$ cat src/rtl/shift_rows_pipe.sv
// shift_rows_pipe: AES/Rijndael ShiftRows (forward or inverse, chosen per
// block) feeding a 2-entry output FIFO, with valid/ready on both sides.
// State is row-major: byte k sits at bits [32*NB-1-8k -: 8], row r col c = byte r*NB+c.
// Optional feature: define SHIFT_ROWS_PIPE_STATS_EN to add a 16-bit saturating
// xfer_count output that counts output handshakes.

// One state row rotated by a fixed byte offset; inv selects the direction.
module shift_rows_row #(
  parameter int NB  = 4,
  parameter int OFF = 0
) (
  input  logic            inv,
  input  logic [8*NB-1:0] row_in,
  output logic [8*NB-1:0] row_out
);
  for (genvar c = 0; c < NB; c++) begin : g_col
    localparam int FS = (c + OFF) % NB;       // forward source column
    localparam int IS = (c + NB - OFF) % NB;  // inverse source column
    assign row_out[8*NB-1-8*c -: 8] = inv ? row_in[8*NB-1-8*IS -: 8]
                                          : row_in[8*NB-1-8*FS -: 8];
  end
endmodule

module shift_rows_pipe #(
  parameter int NB    = 4,
  parameter int TAG_W = 4
) (
  input  logic             clk,
  input  logic             rst_n,
  input  logic             in_valid,
  output logic             in_ready,
  input  logic             in_inv,
  input  logic [32*NB-1:0] in_data,
  input  logic [TAG_W-1:0] in_tag,
  output logic             out_valid,
  input  logic             out_ready,
  output logic [32*NB-1:0] out_data,
  output logic [TAG_W-1:0] out_tag
`ifdef SHIFT_ROWS_PIPE_STATS_EN
  ,
  output logic [15:0]      xfer_count
`endif
);
  localparam int W = 32 * NB;

  typedef struct packed {
    logic [TAG_W-1:0] tag;
    logic [W-1:0]     data;
  } ent_t;

  // rows[3] holds the most significant row, i.e. row 0
  logic [3:0][8*NB-1:0] rows_in, rows_out;
  assign rows_in = in_data;

  // Row 3 gets offset 4 instead of 3 (and row 2 offset 3) for 256-bit blocks
  for (genvar r = 0; r < 4; r++) begin : g_row
    localparam int OFF = (NB == 8 && r >= 2) ? r + 1 : r;
    shift_rows_row #(.NB(NB), .OFF(OFF)) u_row (
      .inv     (in_inv),
      .row_in  (rows_in[3-r]),
      .row_out (rows_out[3-r])
    );
  end

  ent_t       mem [2];
  logic       wr_ptr, rd_ptr;
  logic [1:0] cnt, cnt_nxt;
  logic       rdy_q;
  logic       acc, ret;

  // in_ready is a flop, so out_ready never reaches it combinationally
  assign in_ready  = rdy_q;
  assign out_valid = (cnt != 2'd0);
  assign out_data  = mem[rd_ptr].data;
  assign out_tag   = mem[rd_ptr].tag;
  assign acc       = in_valid & rdy_q;
  assign ret       = out_valid & out_ready;

  // Occupancy after this edge's accept/retire
  always_comb begin
    cnt_nxt = cnt + {1'b0, acc} - {1'b0, ret};
  end

  // FIFO storage, pointers and registered ready
  always_ff @(posedge clk or negedge rst_n) begin
    if (!rst_n) begin
      for (int i = 0; i < 2; i++) mem[i] <= '0;
      wr_ptr <= 1'b0;
      rd_ptr <= 1'b0;
      cnt    <= 2'd0;
      rdy_q  <= 1'b0;
    end else begin
      if (acc) begin
        mem[wr_ptr] <= '{tag: in_tag, data: rows_out};
        wr_ptr      <= ~wr_ptr;
      end
      if (ret) rd_ptr <= ~rd_ptr;
      cnt   <= cnt_nxt;
      rdy_q <= (cnt_nxt < 2'd2);
    end
  end

`ifdef SHIFT_ROWS_PIPE_STATS_EN
  // Saturating count of output handshakes
  always_ff @(posedge clk or negedge rst_n) begin
    if (!rst_n)                          xfer_count <= 16'd0;
    else if (ret && xfer_count != 16'hFFFF) xfer_count <= xfer_count + 16'd1;
  end
`endif

endmodule

$ cat config.mk
export PLATFORM = sky130hd
export DESIGN_NAME = shift_rows_pipe
export DESIGN_NICKNAME = d
export VERILOG_FILES = /design/src/rtl/shift_rows_pipe.sv
export SDC_FILE = /design/constraint.sdc
export NUM_CORES = 1
export LEC_CHECK = 0
export CAP_MARGIN = 20
export CORE_ASPECT_RATIO = 1.75
export CORE_UTILIZATION = 40
export DETAILED_ROUTE_END_ITERATION = 10
export GPL_ROUTABILITY_DRIVEN = 0
export GPL_TIMING_DRIVEN = 1
export RECOVER_POWER = 100
export SETUP_SLACK_MARGIN = 0.05
export SYNTH_ARGS = -nofsm -noshare
export SYNTH_HDL_FRONTEND = slang
export SYNTH_HIERARCHICAL = 1
export SYNTH_SLANG_ARGS = --single-unit
$ cat constraint.sdc
create_clock -name clk -period 4.6 [get_ports clk]
set_clock_uncertainty 0.15 [all_clocks]
set_input_delay 0.92 -clock clk [delete_from_list [all_inputs] [get_ports clk]]
set_output_delay 0.92 -clock clk [all_outputs]
set_load 0.03 [all_outputs]
### Word level (Yosys, flattened, before mapping)

Cells that the tools add are included.

* logic and storage cells: 36
* flip-flop bits (word level): 269
* bits of input ports: 137
* output and inout port bits: 134

* reduce and logical (&&, ||, !) cells: 2
* add/subtract/negate cells: 2
* $lt $le $gt $ge: 4
* bitwise gates (word level): 6
* multiplexer cells: 14

Operator list (count)
* $mux 132: 4
* $bwmux 264: 1
* $demux 132 s1: 1
* $mux 8: 8
* $ge 2x2->1 const B: 2
* $not 1->2: 2
* $add 2x1->2: 1
* $and 1x1->1: 2
* $lt 2x1->1 const B: 1
* $lt 2x2->1 const B: 1
* $not 1->1: 2
* $reduce_bool 2->1: 1
* $sub 2x1->2: 1
* $logic_and 1x1->1: 1

### Logic depth before layout (Yosys ltp)

Gate-level depths: netlist (run 1).

* depth in word-level cells: 6
* depth in mapped cells: 6
* mapped depth without buffers: 5

### Hierarchy

Netlist (run 1), hierarchy kept.

By module, submodules not included
* shift_rows_pipe: times used 1, area each 11807.6 um^2, cells each 724
* shift_rows_row at g_row[1].u_row ...: times used 2, area each 544.3 um^2, cells each 36
* shift_rows_row at g_row[0].u_row ...: times used 2, area each 240.2 um^2, cells each 32

### Least setup slack after synthesis (run 1)

OpenSTA, ideal clock, no wires.

* path type: register -> output
* start point: register rd_ptr
* end point: output port out_data[100]
* cell stages (with the launch flop): 5
* data required time: 3.530 ns
* setup slack: 2.087 ns
* arrival: 1.443 ns
* cell sequence: dfrtp_1 > clkbuf_1 > clkbuf_1 > buf_2 > mux2_2

* longest elaborated chain between the ends: 4

Ends and longest elaborated chain
* start: declaration: RTL line 66 `logic wr_ptr, rd_ptr;`
* start signal: assignment: RTL line 97 `if (ret) rd_ptr <= ~rd_ptr;`
* $not 1->2 (not written as such): RTL line 74 `assign out_data = mem[rd_ptr].data;`
* $mux 132 (3 in series)
* end: declaration: RTL line 37 `output logic [32*NB-1:0] out_data,`

Every way passes these cells. The select of a mux whose other input is x is not followed.

### Worst setup path in the final report (run 1)

* start point: register rd_ptr
* end point: output port out_data[79]

Same word-level chain as after synthesis.

==> flow_metrics.env, run 1 <==
export IMPL_status="complete, but fails checks"
export IMPL_violations="capacitance limit, slew limit"
export IMPL_grt_total_usage=0.183
export IMPL_grt_use_met1=0.199
export IMPL_route_final_wire_length_um=30300
export IMPL_max_freq_mhz=244
export IMPL_busiest_layer="met2"
export IMPL_path_buf_inv=2
export IMPL_final_cell_mix="mux2_2, dfrtp_1, clkdlybuf4s50_1, dlygate4sd3_1, mux2_1"
export IMPL_port_buffers=270
export IMPL_antenna_left=0
export IMPL_synth_cell_types=19
export IMPL_drc_errors=0
export IMPL_synth_seq_area_share=0.503
export IMPL_start_kind="flop"
export IMPL_arrival_ps=3030
export IMPL_postCtsSetupRepairBufs=0
export IMPL_syn_to_final_growth_pct=24.2
export IMPL_dp_hpwl_um=21100
export IMPL_grt_max_degree=112
export IMPL_synthTopCellsByArea="dfrtp_1, mux2_2, mux2_4"
export IMPL_setup_violations=0
export IMPL_clock_sinks=269
export IMPL_reg2regPathDepth=3
export IMPL_power_density_nw_per_um2=814
export IMPL_max_slew_margin_rel=-0.705
export IMPL_hold_path_class="primary input to asynchronous set/reset pin"
export IMPL_fin_util=0.505
export IMPL_layout_min_cycle_time_ps=4100
export IMPL_ys_warnings_count=6
export IMPL_grt_pass1_wl_um=47700
export IMPL_syn_nets=998
export IMPL_cts_buffers=28
export IMPL_switching_share=0.379
export IMPL_grt_util_met2=0.340
export IMPL_grt_overflow_total=0
export IMPL_total_power_mw=13.5
export IMPL_grt_antenna_before_repair=5
export IMPL_dieWidth_um=140
export IMPL_syn_area_per_cell_um2=15.6
export IMPL_core_area_um2=32900
export IMPL_nets=1199
export IMPL_start_util=0.406
export IMPL_crit_family="buffers and inverters"
export IMPL_holdWs_ps=263
export IMPL_insertion_delay_ps=530
export IMPL_critPathRequiredTime_ps=3530
export IMPL_regToRegSetupSlack_ps=1510
export IMPL_hold_viol=0
export IMPL_rows=88
export IMPL_synth_area_leader_cell="dfrtp_1"
export IMPL_switching_power_mw=5.12
export IMPL_synthCells=860
export IMPL_critical_path_max_stage_delay_ps=760
export IMPL_die_area_um2=34200
export IMPL_netlist_area_um2=13400
export IMPL_path_clk_slew_ps=70
export IMPL_max_cap_violations=5
export IMPL_drt_wirelength_per_cell_um=20.3
export IMPL_ys_ff_latch=269
export IMPL_drtIter0Drc=181
export IMPL_die_h_um=244
export IMPL_path_cells="clkbuf_1 > mux2_2 > dlygate4sd3_1"
export IMPL_final_common_cell="mux2_2"
export IMPL_grt_pass1_vias=8325
export IMPL_setup_tns_ps=0
export IMPL_met3_usage=0.0358
export IMPL_critPathKind="flop to output pin"
export IMPL_power_internal_mw=8.40
export IMPL_fin_crit_sh=0.891
export IMPL_pwr_share_seq=0.318
export IMPL_cts_max_level=1
export IMPL_pin_count=271
export IMPL_drive_above_1_share=0.422
export IMPL_slew_viol_final=156
export IMPL_clockRootBuffer="clkbuf_16"
export IMPL_cp_slowest_cell="dfrtp_4"
export IMPL_cts_buffer_depth=3
export IMPL_ir_drop_uv=547
export IMPL_cts_tree="done"
export IMPL_dr_pass1_iters=4
export IMPL_worst_pin_slew_ps=2560
export IMPL_r2r_start="in_ready$_DFF_PN0_"
export IMPL_routed_via_density=5.00
export IMPL_holdBufCountCts=0
export IMPL_power_leakage_nw=7.09
export IMPL_rsz0062_at_grt="no"
export IMPL_crit_fanout=36
export IMPL_p_clk_frac=0.181
export IMPL_cp_end_kind="output pin"
export IMPL_cts_resized=0
export IMPL_combPwrFrac=0.501
export IMPL_synth_top_area_frac=0.503
export IMPL_worstReg2RegEnd="mem[81]$_DFFE_PN0P_"
export IMPL_vias=7456
## area by class of cell
cell class	count	area [um^2]
repair buffers	287	2830
multi-input cells	475	5520
flip-flops and latches	269	6740
clock buffers	38	830
fillers	2903	16300
well taps	405	507
diodes	5	12.5
clock inverters	13	176
## cell usage after synthesis, drive strengths merged
library cell / n
nor2b: 1
nand2: 4
mux2: 460
ha: 1
dfrtp: 269
clkbuf: 8
a21boi: 1
buf: 108
nand3: 1
xnor2: 2
xor2: 2
mux2i: 1
or2: 2
## worst register-to-register path: stages, from the launching register on
cell	delay [ps]
dfrtp_1	400
nand3_1	770
clkbuf_1	1210
mux2_2	450
## stage by stage
stage          setup WS, ps  std cells  instance area [um^2]
2_1_floorplan          2090        860                 13400
3_3_place_gp           1360       1436                 15900
3_5_place_dp           1340       1436                 15900
4_1_cts                 753       1487                 16900
5_1_grt                 366       1492                 16600
6_report                500       1492                 16600
## metal layers
metal / share of wire / wire length [um]
met5: 0 / 0
met2: 0.55 / 16600
met1: 0.37 / 11200
met3: 0.052 / 1590
met4: 0.031 / 939
## registers in the layout (all words and copies together) (netlist names)
register	count
cnt	2
in_ready	1
mem	264
rd_ptr	1
wr_ptr	1
## how the worst max path moves through the flow
stage / cells past startpoint / slack [ps] / from / endpoint
2_1_floorplan: 4 / 2090 / rd_ptr$_DFFE_PN0P_ / out_data[100]
3_3_place_gp: 3 / 1360 / rd_ptr$_DFFE_PN0P_ / out_data[24]
3_5_place_dp: 3 / 1340 / rd_ptr$_DFFE_PN0P_ / out_data[11]
4_1_cts: 3 / 750 / rd_ptr$_DFFE_PN0P_ / out_data[24]
5_1_grt: 3 / 370 / rd_ptr$_DFFE_PN0P_ / out_data[79]
6_report: 3 / 500 / rd_ptr$_DFFE_PN0P_ / out_data[79]
## power by group through the flow
stage	sequential, mW	combinational [mW]	clock, mW
floorplan	4.01	5.24	0
global placement	4.36	7.49	0
detailed placement	4.37	7.54	0
CTS	4.34	7.58	2.53
global route	4.46	7.20	2.62
finish	4.30	6.78	2.45
## kinds of logic after synthesis
logic type / count (synthesis) / share of synthesized area
xor+xnor: 4 / 0.00262
simple gates: 8 / 0.00290
fa+ha+maj: 1 / 0.000935
mux: 461 / 0.424
flops: 269 / 0.503
buf+inv: 116 / 0.0656
compound gates: 1 / 0.000561
(Power assumes the default switching activity.)
==> run 2: changes to the inputs <==
Settings changed: PLACE_DENSITY set to 0.66, SYNTH_HIERARCHICAL 1 to unset.
==> run 2 against run 1 <==
The flow still finishes with violations (capacitance limit, slew limit). Sequential power down 1%. Maximum frequency up 4.6%. Synthesized cell count is 8.8% higher. Total power down 5.8%. Non-clock buffer count shrank 3. Setup slack better by 180 ps. Critical endpoint is now out_data[66]. Largest cell class unchanged. Largest power group unchanged.
==> flow_metrics.env, run 2 <==
export IMPL_status="complete, but fails checks"
export IMPL_violations="capacitance limit, slew limit"
export IMPL_grt_pass1_vias=8516
export IMPL_postCtsSetupRepairBufs=0
export IMPL_pin_count=271
export IMPL_power_leakage_nw=7.03
export IMPL_route_final_wire_length_um=30400
export IMPL_synth_edf_count=0
export IMPL_cp_slowest_cell="dfrtp_4"
export IMPL_synth_top_area_frac=0.562
export IMPL_critPathKind="flop to output pin"
export IMPL_max_slew_margin_rel=-0.873
export IMPL_rows=83
export IMPL_synth_seq_area_share=0.562
export IMPL_port_buffers=270
export IMPL_regToRegSetupSlack_ps=1340
export IMPL_dieWidth_um=133
export IMPL_ys_warnings_count=0
export IMPL_total_power_mw=12.7
export IMPL_die_area_um2=30700
export IMPL_synth_area_leader_cell="dfrtp_1"
export IMPL_nets=1323
export IMPL_final_common_cell="dfrtp_1"
export IMPL_syn_nets=1074
export IMPL_syn_area_per_cell_um2=12.8
export IMPL_clock_sinks=269
export IMPL_regMostFlops="mem"
export IMPL_setup_violations=0
export IMPL_layout_min_cycle_time_ps=3920
export IMPL_die_h_um=231
export IMPL_critical_path_max_stage_delay_ps=790
export IMPL_critPathRequiredTime_ps=3530
export IMPL_fin_crit_sh=0.852
export IMPL_power_density_nw_per_um2=804
export IMPL_drtIter0Drc=223
export IMPL_place_area_um2=15000
export IMPL_fin_ws_ps=682
export IMPL_cp_end_kind="output pin"
export IMPL_reg_largest_list="mem x264, cnt x2"
export IMPL_grt_overflow_total=0
export IMPL_crit_family="buffers and inverters"
export IMPL_ir_drop_uv=449
export IMPL_dr_pass1_iters=4
export IMPL_start_util=0.408
export IMPL_synth_most_common_cell="dfrtp_1"
export IMPL_drt_wirelength_per_cell_um=19.1
export IMPL_path_clk_slew_ps=60
export IMPL_drc_errors=0
export IMPL_grt_max_degree=108
export IMPL_ys_flop_type="dfrtp_1"
export IMPL_arrival_ps=2850
export IMPL_post_place_ws_ps=1330
export IMPL_ys_ff_latch=269
export IMPL_synth_cell_types=20
export IMPL_max_cap_violations=6
export IMPL_fin_util=0.539
export IMPL_syn_to_final_growth_pct=32.4
export IMPL_fillCellCount=2570
export IMPL_hold_viol=0
export IMPL_grt_total_usage=0.202
export IMPL_max_freq_mhz=255
export IMPL_holdBufCountCts=0
export IMPL_final_cell_mix="dfrtp_1, mux2_2, clkdlybuf4s50_1, dlygate4sd3_1, nand2_1"
export IMPL_vias=7990
export IMPL_cts_resized=0
export IMPL_grt_pass1_wl_um=47600
export IMPL_crit_fanout=55
export IMPL_insertion_delay_ps=530
export IMPL_reg2regPathDepth=3
export IMPL_worstReg2RegEnd="mem[162]$_DFFE_PN0P_"
export IMPL_slew_viol_final=315
export IMPL_cts_buffers=27
export IMPL_cts_tree="done"
export IMPL_clockRootBuffer="clkbuf_16"
export IMPL_cts_buffer_depth=3
export IMPL_start_kind="flop"
export IMPL_fin_area_um2=15900
export IMPL_path_cells="buf_12 > mux2_2 > dlygate4sd3_1"
export IMPL_synth_commonest_cells="dfrtp_1, mux2_2, nand2_1"
export IMPL_rsz0062_at_grt="no"
export IMPL_hold_path_class="primary input to asynchronous set/reset pin"
export IMPL_grt_antenna_before_repair=9
export IMPL_cts_max_level=1
export IMPL_synthCells=936
export IMPL_drive_above_1_share=0.218
export IMPL_setup_tns_ps=0
export IMPL_async_flop_share=1.00
export IMPL_dp_hpwl_um=21300
export IMPL_largest_reg_flops=264
export IMPL_routed_via_density=5.01
export IMPL_antenna_left=0
export IMPL_synthTopCellsByArea="dfrtp_1, mux2_2, mux2_1"
export IMPL_core_area_um2=29400
export IMPL_netlist_area_um2=12000
export IMPL_path_buf_inv=2
export IMPL_r2r_start="in_ready$_DFF_PN0_"
export IMPL_worst_pin_slew_ps=2810
==> run 2: per-layer routing <==
metal  part of all wire  track usage
met5                  0            0
met1               0.36        0.217
met2               0.55        0.371
met3              0.041       0.0301
met4              0.046        0.114
==> run 2: how the worst max path moves through the flow <==
stage | slack (ps) | depth (start not counted) | end | startpoint
3_3_place_gp | 1340 | 3 | out_data[116] | rd_ptr$_DFFE_PN0P_
3_5_place_dp | 1330 | 3 | out_data[74] | rd_ptr$_DFFE_PN0P_
4_1_cts | 750 | 3 | out_data[116] | rd_ptr$_DFFE_PN0P_
2_1_floorplan | 2220 | 4 | out_data[100] | rd_ptr$_DFFE_PN0P_
6_report | 680 | 3 | out_data[66] | rd_ptr$_DFFE_PN0P_
5_1_grt | 370 | 2 | mem[229]$_DFFE_PN0P_ | rst_n
==> run 2: area by class of cell <==
cell class                 count  area (um^2)  share of cell area
sequential                   269         6740               0.425
multi-input combinational    603         4880               0.308
timing repair buffer         284         2820               0.178
clock buffer                  36          779              0.0492
tap                          382          478              0.0301
clock inverter                12          135             0.00852
antenna                        9         22.5             0.00142
==> run 2: stage by stage <==
stage	hold WS [ps]	cells
after floorplan	294	936
after global placement	306	1538
after detailed placement	315	1538
after CTS	162	1586
after global routing	180	1595
final	157	1595
==> run 2: report_power, final <==
| part | switching [mW] | internal [mW] |
|---|---|---|
| logic | 3.43 | 2.80 |
| registers | 0.709 | 3.54 |
| clock network | 0.917 | 1.35 |
==> run 2: cell families after synthesis <==
logic type | share of synthesized area
DFF | 0.562
xor gates and xnor gates | 0.00293
buffers and inverters | 0.0267
adders and majority gates | 0.00104
muxes | 0.308
AOI/OAI and AO/OA | 0.0541
and+or+nand+nor | 0.0449
==> run 2: worst reg2reg max path, cell delays in order, from the launching register on <==
cell	delay (ps)
dfrtp_1	420
nand3b_1	560
clkbuf_2	1530
o21ai_0	380
